[config.mk]
export PLATFORM = sky130hd
export DESIGN_NAME = alu_muldiv_flat
export DESIGN_NICKNAME = d
export VERILOG_FILES = /design/src/rtl/alu_muldiv_if.sv /design/src/rtl/alu_muldiv.sv /design/src/flat_wrapper.sv
export SDC_FILE = /design/constraint.sdc
export NUM_CORES = 2
export LEC_CHECK = 0
export BUFFER_PORTS_ARGS = -buffer_cell sky130_fd_sc_hd__buf_2
export CORE_MARGIN = 1.5
export CORE_UTILIZATION = 27
export DETAILED_ROUTE_END_ITERATION = 10
export PLACE_DENSITY = 0.47
export SLEW_MARGIN = 10
export SYNTH_ARGS = -nofsm -noshare
export SYNTH_HDL_FRONTEND = slang
export SYNTH_SLANG_ARGS = --single-unit
[constraint.sdc]
create_clock -name clk -period 9.2 [get_ports clk]
set_input_delay 2.76 -clock clk [delete_from_list [all_inputs] [get_ports clk]]
set_output_delay 2.76 -clock clk [all_outputs]
set_load 0.005 [all_outputs]
[src/rtl/alu_muldiv_if.sv]
// Request/response bundle for alu_muldiv: operation request with in_valid/in_ready,
// registered result with a one-cycle out_valid pulse, plus the busy status.
interface alu_muldiv_if #(
    parameter int WIDTH = 32
);
    logic             in_valid;
    logic             in_ready;
    logic [3:0]       Ctrl_alu;
    logic [WIDTH-1:0] input1;
    logic [WIDTH-1:0] input2;
    logic [WIDTH-1:0] ALU_out;
    logic             zero;
    logic             out_valid;
    logic             busy;

    modport master (
        output in_valid, Ctrl_alu, input1, input2,
        input  in_ready, ALU_out, zero, out_valid, busy
    );

    modport slave (
        input  in_valid, Ctrl_alu, input1, input2,
        output in_ready, ALU_out, zero, out_valid, busy
    );
endinterface

[src/rtl/alu_muldiv.sv]
// EX-stage ALU with registered outputs plus an iterative radix-2 multiply / restoring
// divide unit writing HI/LO (MIPS MULT/MULTU/DIV/DIVU, MFHI/MFLO).
module alu_muldiv #(
    parameter int WIDTH = 32
) (
    input  logic         clk,
    input  logic         rst_n,
    alu_muldiv_if.slave  bus
);
    localparam int SHAMT_W = $clog2(WIDTH);

    localparam logic [0:0] ST_IDLE = 1'b0;
    localparam logic [0:0] ST_BUSY = 1'b1;

    localparam logic [3:0] OP_ADD   = 4'b0000;
    localparam logic [3:0] OP_SUB   = 4'b0001;
    localparam logic [3:0] OP_SLL   = 4'b0010;
    localparam logic [3:0] OP_SRL   = 4'b0011;
    localparam logic [3:0] OP_SLT   = 4'b0100;
    localparam logic [3:0] OP_AND   = 4'b0101;
    localparam logic [3:0] OP_OR    = 4'b0110;
    localparam logic [3:0] OP_XOR   = 4'b0111;
    localparam logic [3:0] OP_SLTU  = 4'b1000;
    localparam logic [3:0] OP_SRA   = 4'b1001;
    localparam logic [3:0] OP_MULT  = 4'b1010;
    localparam logic [3:0] OP_MULTU = 4'b1011;
    localparam logic [3:0] OP_DIV   = 4'b1100;
    localparam logic [3:0] OP_DIVU  = 4'b1101;
    localparam logic [3:0] OP_MFHI  = 4'b1110;
    localparam logic [3:0] OP_MFLO  = 4'b1111;

    localparam logic [SHAMT_W-1:0] LAST_ITER = SHAMT_W'(WIDTH - 1);

    logic [0:0]         state_q, state_d;
    logic [SHAMT_W-1:0] cnt_q, cnt_d;
    logic [WIDTH-1:0]   acc_q, acc_d;
    logic [WIDTH-1:0]   wrk_q, wrk_d;
    logic [WIDTH-1:0]   opb_q, opb_d;
    logic [WIDTH-1:0]   dvd_q, dvd_d;
    logic               is_div_q, is_div_d;
    logic               neg_lo_q, neg_lo_d;
    logic               neg_hi_q, neg_hi_d;
    logic               div0_q, div0_d;
    logic [WIDTH-1:0]   hi_q, hi_d;
    logic [WIDTH-1:0]   lo_q, lo_d;
    logic [WIDTH-1:0]   alu_out_q, alu_out_d;
    logic               zero_q, zero_d;
    logic               out_valid_q, out_valid_d;

    logic [SHAMT_W-1:0] shamt;
    logic [WIDTH-1:0]   res;
    logic               is_signed_op;
    logic               a_neg, b_neg;
    logic [WIDTH-1:0]   mag_a, mag_b;
    logic [WIDTH:0]     mul_sum;
    logic [2*WIDTH-1:0] mul_next;
    logic [WIDTH:0]     div_shift;
    logic [WIDTH:0]     div_trial;
    logic               div_ok;
    logic [WIDTH:0]     div_rem_next;
    logic [WIDTH-1:0]   div_quo_next;
    logic [2*WIDTH-1:0] fin_prod;
    logic [WIDTH-1:0]   fin_hi, fin_lo;

    assign bus.in_ready  = (state_q == ST_IDLE);
    assign bus.busy      = (state_q == ST_BUSY);
    assign bus.ALU_out   = alu_out_q;
    assign bus.zero      = zero_q;
    assign bus.out_valid = out_valid_q;

    // One iteration step for each unit; only the one selected by is_div_q is committed.
    always_comb begin
        mul_sum      = wrk_q[0] ? ({1'b0, acc_q} + {1'b0, opb_q}) : {1'b0, acc_q};
        mul_next     = {mul_sum, wrk_q[WIDTH-1:1]};
        div_shift    = {acc_q, wrk_q[WIDTH-1]};
        div_trial    = div_shift - {1'b0, opb_q};
        div_ok       = !div_trial[WIDTH];
        div_rem_next = div_ok ? div_trial : div_shift;
        div_quo_next = {wrk_q[WIDTH-2:0], div_ok};
    end

    always_comb begin
        shamt = bus.input1[SHAMT_W-1:0];
        res   = '0;
        unique case (bus.Ctrl_alu)
            OP_ADD:  res = bus.input1 + bus.input2;
            OP_SUB:  res = bus.input1 - bus.input2;
            OP_SLL:  res = bus.input2 << shamt;
            OP_SRL:  res = bus.input2 >> shamt;
            OP_SLT:  res = {{(WIDTH-1){1'b0}}, ($signed(bus.input1) < $signed(bus.input2))};
            OP_AND:  res = bus.input1 & bus.input2;
            OP_OR:   res = bus.input1 | bus.input2;
            OP_XOR:  res = bus.input1 ^ bus.input2;
            OP_SLTU: res = {{(WIDTH-1){1'b0}}, (bus.input1 < bus.input2)};
            OP_SRA:  res = $signed(bus.input2) >>> shamt;
            OP_MFHI: res = hi_q;
            OP_MFLO: res = lo_q;
            default: res = '0;
        endcase

        is_signed_op = (bus.Ctrl_alu == OP_MULT) || (bus.Ctrl_alu == OP_DIV);
        a_neg        = is_signed_op && bus.input1[WIDTH-1];
        b_neg        = is_signed_op && bus.input2[WIDTH-1];
        mag_a        = a_neg ? -bus.input1 : bus.input1;
        mag_b        = b_neg ? -bus.input2 : bus.input2;
    end

    always_comb begin
        state_d     = state_q;
        cnt_d       = cnt_q;
        acc_d       = acc_q;
        wrk_d       = wrk_q;
        opb_d       = opb_q;
        dvd_d       = dvd_q;
        is_div_d    = is_div_q;
        neg_lo_d    = neg_lo_q;
        neg_hi_d    = neg_hi_q;
        div0_d      = div0_q;
        hi_d        = hi_q;
        lo_d        = lo_q;
        alu_out_d   = alu_out_q;
        zero_d      = zero_q;
        out_valid_d = 1'b0;
        fin_prod    = '0;
        fin_hi      = '0;
        fin_lo      = '0;

        if (state_q == ST_IDLE) begin
            if (bus.in_valid) begin
                if (bus.Ctrl_alu inside {OP_MULT, OP_MULTU, OP_DIV, OP_DIVU}) begin
                    // Both units start from a zero accumulator with |A| in the shifting register.
                    state_d  = ST_BUSY;
                    cnt_d    = '0;
                    acc_d    = '0;
                    wrk_d    = mag_a;
                    opb_d    = mag_b;
                    dvd_d    = bus.input1;
                    is_div_d = (bus.Ctrl_alu == OP_DIV) || (bus.Ctrl_alu == OP_DIVU);
                    neg_lo_d = a_neg ^ b_neg;
                    neg_hi_d = a_neg;
                    div0_d   = (bus.input2 == '0);
                end else begin
                    alu_out_d   = res;
                    zero_d      = (res == '0);
                    out_valid_d = 1'b1;
                end
            end
        end else begin
            cnt_d = cnt_q + 1'b1;
            if (is_div_q) begin
                acc_d = div_rem_next[WIDTH-1:0];
                wrk_d = div_quo_next;
            end else begin
                acc_d = mul_next[2*WIDTH-1:WIDTH];
                wrk_d = mul_next[WIDTH-1:0];
            end

            if (cnt_q == LAST_ITER) begin
                if (is_div_q) begin
                    fin_lo = neg_lo_q ? -div_quo_next : div_quo_next;
                    fin_hi = neg_hi_q ? -div_rem_next[WIDTH-1:0] : div_rem_next[WIDTH-1:0];
                    if (div0_q) begin
                        fin_lo = '1;
                        fin_hi = dvd_q;
                    end
                end else begin
                    fin_prod = neg_lo_q ? -mul_next : mul_next;
                    fin_hi   = fin_prod[2*WIDTH-1:WIDTH];
                    fin_lo   = fin_prod[WIDTH-1:0];
                end
                state_d     = ST_IDLE;
                cnt_d       = '0;
                hi_d        = fin_hi;
                lo_d        = fin_lo;
                alu_out_d   = fin_lo;
                zero_d      = (fin_lo == '0);
                out_valid_d = 1'b1;
            end
        end
    end

    always_ff @(posedge clk or negedge rst_n) begin
        if (!rst_n) begin
            state_q     <= ST_IDLE;
            cnt_q       <= '0;
            acc_q       <= '0;
            wrk_q       <= '0;
            opb_q       <= '0;
            dvd_q       <= '0;
            is_div_q    <= 1'b0;
            neg_lo_q    <= 1'b0;
            neg_hi_q    <= 1'b0;
            div0_q      <= 1'b0;
            hi_q        <= '0;
            lo_q        <= '0;
            alu_out_q   <= '0;
            zero_q      <= 1'b1;
            out_valid_q <= 1'b0;
        end else begin
            state_q     <= state_d;
            cnt_q       <= cnt_d;
            acc_q       <= acc_d;
            wrk_q       <= wrk_d;
            opb_q       <= opb_d;
            dvd_q       <= dvd_d;
            is_div_q    <= is_div_d;
            neg_lo_q    <= neg_lo_d;
            neg_hi_q    <= neg_hi_d;
            div0_q      <= div0_d;
            hi_q        <= hi_d;
            lo_q        <= lo_d;
            alu_out_q   <= alu_out_d;
            zero_q      <= zero_d;
            out_valid_q <= out_valid_d;
        end
    end
endmodule

[src/flat_wrapper.sv]
// flat-port wrapper written by rule: the top's interface ports become plain ports
module alu_muldiv_flat 
#(
    parameter int WIDTH = 32
)
  (clk, rst_n, bus_in_valid, bus_Ctrl_alu, bus_input1, bus_input2, bus_in_ready, bus_ALU_out, bus_zero, bus_out_valid, bus_busy);
  alu_muldiv_if #(.WIDTH(WIDTH)) bus_i ();
  input  logic clk;
  input  logic rst_n;
  input wire logic [$bits(bus_i.in_valid)-1:0] bus_in_valid;
  input wire logic [$bits(bus_i.Ctrl_alu)-1:0] bus_Ctrl_alu;
  input wire logic [$bits(bus_i.input1)-1:0] bus_input1;
  input wire logic [$bits(bus_i.input2)-1:0] bus_input2;
  output wire logic [$bits(bus_i.in_ready)-1:0] bus_in_ready;
  output wire logic [$bits(bus_i.ALU_out)-1:0] bus_ALU_out;
  output wire logic [$bits(bus_i.zero)-1:0] bus_zero;
  output wire logic [$bits(bus_i.out_valid)-1:0] bus_out_valid;
  output wire logic [$bits(bus_i.busy)-1:0] bus_busy;
  assign bus_i.in_valid = bus_in_valid;
  assign bus_i.Ctrl_alu = bus_Ctrl_alu;
  assign bus_i.input1 = bus_input1;
  assign bus_i.input2 = bus_input2;
  assign bus_in_ready = bus_i.in_ready;
  assign bus_ALU_out = bus_i.ALU_out;
  assign bus_zero = bus_i.zero;
  assign bus_out_valid = bus_i.out_valid;
  assign bus_busy = bus_i.busy;
  alu_muldiv #(.WIDTH(WIDTH)) u_core (.clk(clk), .rst_n(rst_n), .bus(bus_i));
endmodule
==> results.cfg <==
[worst_setup_path]
cp.arrival_ps = 8300
crit_path_end_kind = register
worst_setup_path_start_kind = input pin
crit_family = simple AND/OR/NAND/NOR gates
reg2regPathDepth = 25
path_cells = buf_4 -> buf_4 -> mux4_2 -> mux4_2 -> nand2_1 -> nor4bb_1 -> nand4bb_1 -> a2111oi_0 -> nand4_1 -> nor4_2 -> nand4_1 -> nor4_1 -> nand4b_1 -> o211ai_1
critPathKind = in -> reg
crit_buf_inv = 2
cp.required_ps = 9700
slowest_stage = a2111oi_0
cp.depth = 14
cp_slowest_stage_delay_ps = 990
cp_max_fo = 45

[run_status]
outcome = completed

[clocking]
cts_buffers = 35
cts-resized-gates = 0
clk_path_buf_depth = 3
cts_tree = done
clk_pin_slew_ps = 60
clkSinkCount = 236
htreeDepth = 2
post_cts_buffers = 0
cts-hold-fix-buffers = 0
cts_root_buf = clkbuf_16
clk_latency_ps = 590

[final_layout]
drive_above_1_share_pct = 11.1
fin_util_pct = 29.8
finalNetCount = 4110
area_delta_synth_final_pct = 9.39

[grt]
grt_pass1_vias = 30600
overflow = 0
grt_pass1_wl_um = 232000
antenna_found_initial = 10
gr-usage-all-layers_pct = 28.1
grt_max_degree = 100

[sta]
fmax_ghz = 0.128
tightestPinTransition_ps = 1210
report.final.slew_viol_count = 0
period_share_pct = 84.8
finalSetupViolCount = 0
final.min_clock_period_ps = 7800
relSlewSlack_pct = 18.6
setup_tns_ps = 0
rsz0062_at_grt = false
fin_skew_ps = 30.0
finalHoldViolCount = 0

[placed_design]
post-dp-hpwl_um = 127000
port-buffer-count = 106
gp_congestion = 1.05

[pwr]
p_leak_nw = 13.2
ir_worst_vdd_mv = 0.176
pwr_density_cell_nw_per_um2 = 392

[routing]
drc_errors = 0
vias = 32800
via_per_inst = 6.09
first_pass_iters = 7
drt_iter0_markers = 4198
antenna_left = 0
post_drt_wl_per_cell_um = 30.5
wirelength_um = 164000

[floorplan]
num_io_pins = 107
chipHeight_um = 337
initial_utilization_pct = 27.2
row_count = 122
dieArea_um2 = 113000
die_x_um = 337
core_area_um2 = 111000

[synthesis]
synth_cell_type_count = 109
synth_most_common_cell = nand2_1
synthArstFlopShare_pct = 100
synth-seq-area-share_pct = 19.6
synth_area_um2 = 30100
synth_area_per_cell_um2 = 7.55
synth_edf_count = 0
synth_top_area_share_pct = 19.6
synth_fp_nets = 4227
ys_seq_elements = 236
yosysWarnings = 0
yosysTopAreaCell = dfrtp_1
synth.area.top_cells = dfrtp_1 20%, ha_1 6.9%, nand2_1 6.4%
postSynthCellCount = 3985
synthTopCellsByCount = 516 x nand2_1, 356 x o21ai_0, 318 x nor2_1
synth-main-ff-cell = dfrtp_1

[run]
maxCapViolCount = 0

[min_path]
hold_class = reg -> reg
whs_path_depth = 2
==> logic make-up (layout without fill, tap and decap cells) <==
family	count (synthesis)	after routing	synth area share, %
compound gates	1300	1300	28.4
other cells	0	3	0
mux	227	227	11.0
xor+xnor	200	200	5.83
simple gates	1348	1348	21.2
fa+ha+maj	171	171	7.22
flops	236	236	19.6
buf+inv	503	412	6.67
==> worst paths after layout <==
kind                                        from                    end  slack [ps]
min in group asynchronous                  rst_n        u_core.cnt_q[3]        2230
min reg2reg                u_core.bus.ALU_out[2]  u_core.bus.ALU_out[2]         470
max                                bus_input1[1]        u_core.bus.zero        1400
max reg2reg                     u_core.wrk_q[31]        u_core.bus.zero        2840
max in group asynchronous                  rst_n        u_core.lo_q[20]        5550
min                        u_core.bus.ALU_out[2]  u_core.bus.ALU_out[2]         470
==> placed cells by master, fill, tap and decap left out, drive strengths merged, types with 38 or more instances in the layout <==
master | netlist | final
a31oi | 46 | 46
mux4 | 80 | 80
buf | 82 | 177
ha | 167 | 167
dfrtp | 235 | 235
nor2 | 320 | 320
nand2 | 517 | 517
inv | 170 | 172
o21ai | 375 | 375
o211ai | 64 | 64
o31ai | 48 | 48
a221oi | 38 | 38
nand4 | 45 | 45
clkbuf | 249 | 51
xnor2 | 137 | 137
nand3 | 87 | 87
nor3 | 84 | 84
a21o | 55 | 55
xor2 | 63 | 63
nor4 | 47 | 47
a21oi | 269 | 269
or3 | 51 | 51
mux2i | 113 | 113
a211oi | 71 | 71
==> report_power, final <==
part           switching [mW]  leakage, nW  internal [mW]  total, mW
sequential              0.870         2.85           1.54       2.41
combinational            5.85         9.84           3.25       9.09
clock                   0.581        0.557          0.806       1.39
==> routing by layer <==
metal  vias to the layer above  part of all wire (%)  GRT usage, %
li1                      14500                     -             -
met1                     16100                    41          37.2
met2                      1826                    44          43.6
met3                       388                   9.5          5.96
met4                         2                   5.6          13.4
met5                         -                0.0073             0
==> cell type report <==
type | instances | area (um^2)
fillers | 12100 | 77600
multi-input cells | 3246 | 22200
flip-flops and latches | 236 | 5920
well taps | 1488 | 1860
repair buffers | 177 | 1080
clock buffers | 51 | 1030
inverters | 172 | 646
clock inverters | 12 | 109
diodes | 3 | 7.51
==> worst min-delay path: cells and delay by family (launching register included) <==
kind,cells,cell delay [ps]
DFF,1,340
and+or+nand+nor,2,100
==> state kept, by name, indices dropped and copies added, names as in the netlist <==
name	flops
u_core.acc_q	32
u_core.bus.ALU_out	32
u_core.bus.busy	1
u_core.bus.out_valid	1
u_core.bus.zero	1
u_core.cnt_q	5
u_core.div0_q	1
u_core.dvd_q	32
u_core.hi_q	32
u_core.is_div_q	1
u_core.lo_q	32
u_core.neg_hi_q	1
u_core.neg_lo_q	1
u_core.opb_q	32
u_core.wrk_q	32
==> metrics by stage <==
stage,hold slack [ps],power [mW],cell area [um^2],setup slack (ps),std cells
2_1_floorplan,440,8.14,30100,1830,3985
3_3_place_gp,457,11.3,31800,1170,5319
3_5_place_dp,462,11.3,31800,1200,5319
4_1_cts,475,12.7,32900,1800,5382
5_1_grt,491,13.7,32900,1330,5384
6_report,474,12.9,32900,1400,5385
Note: power is estimated with default switching activity, not from simulation.
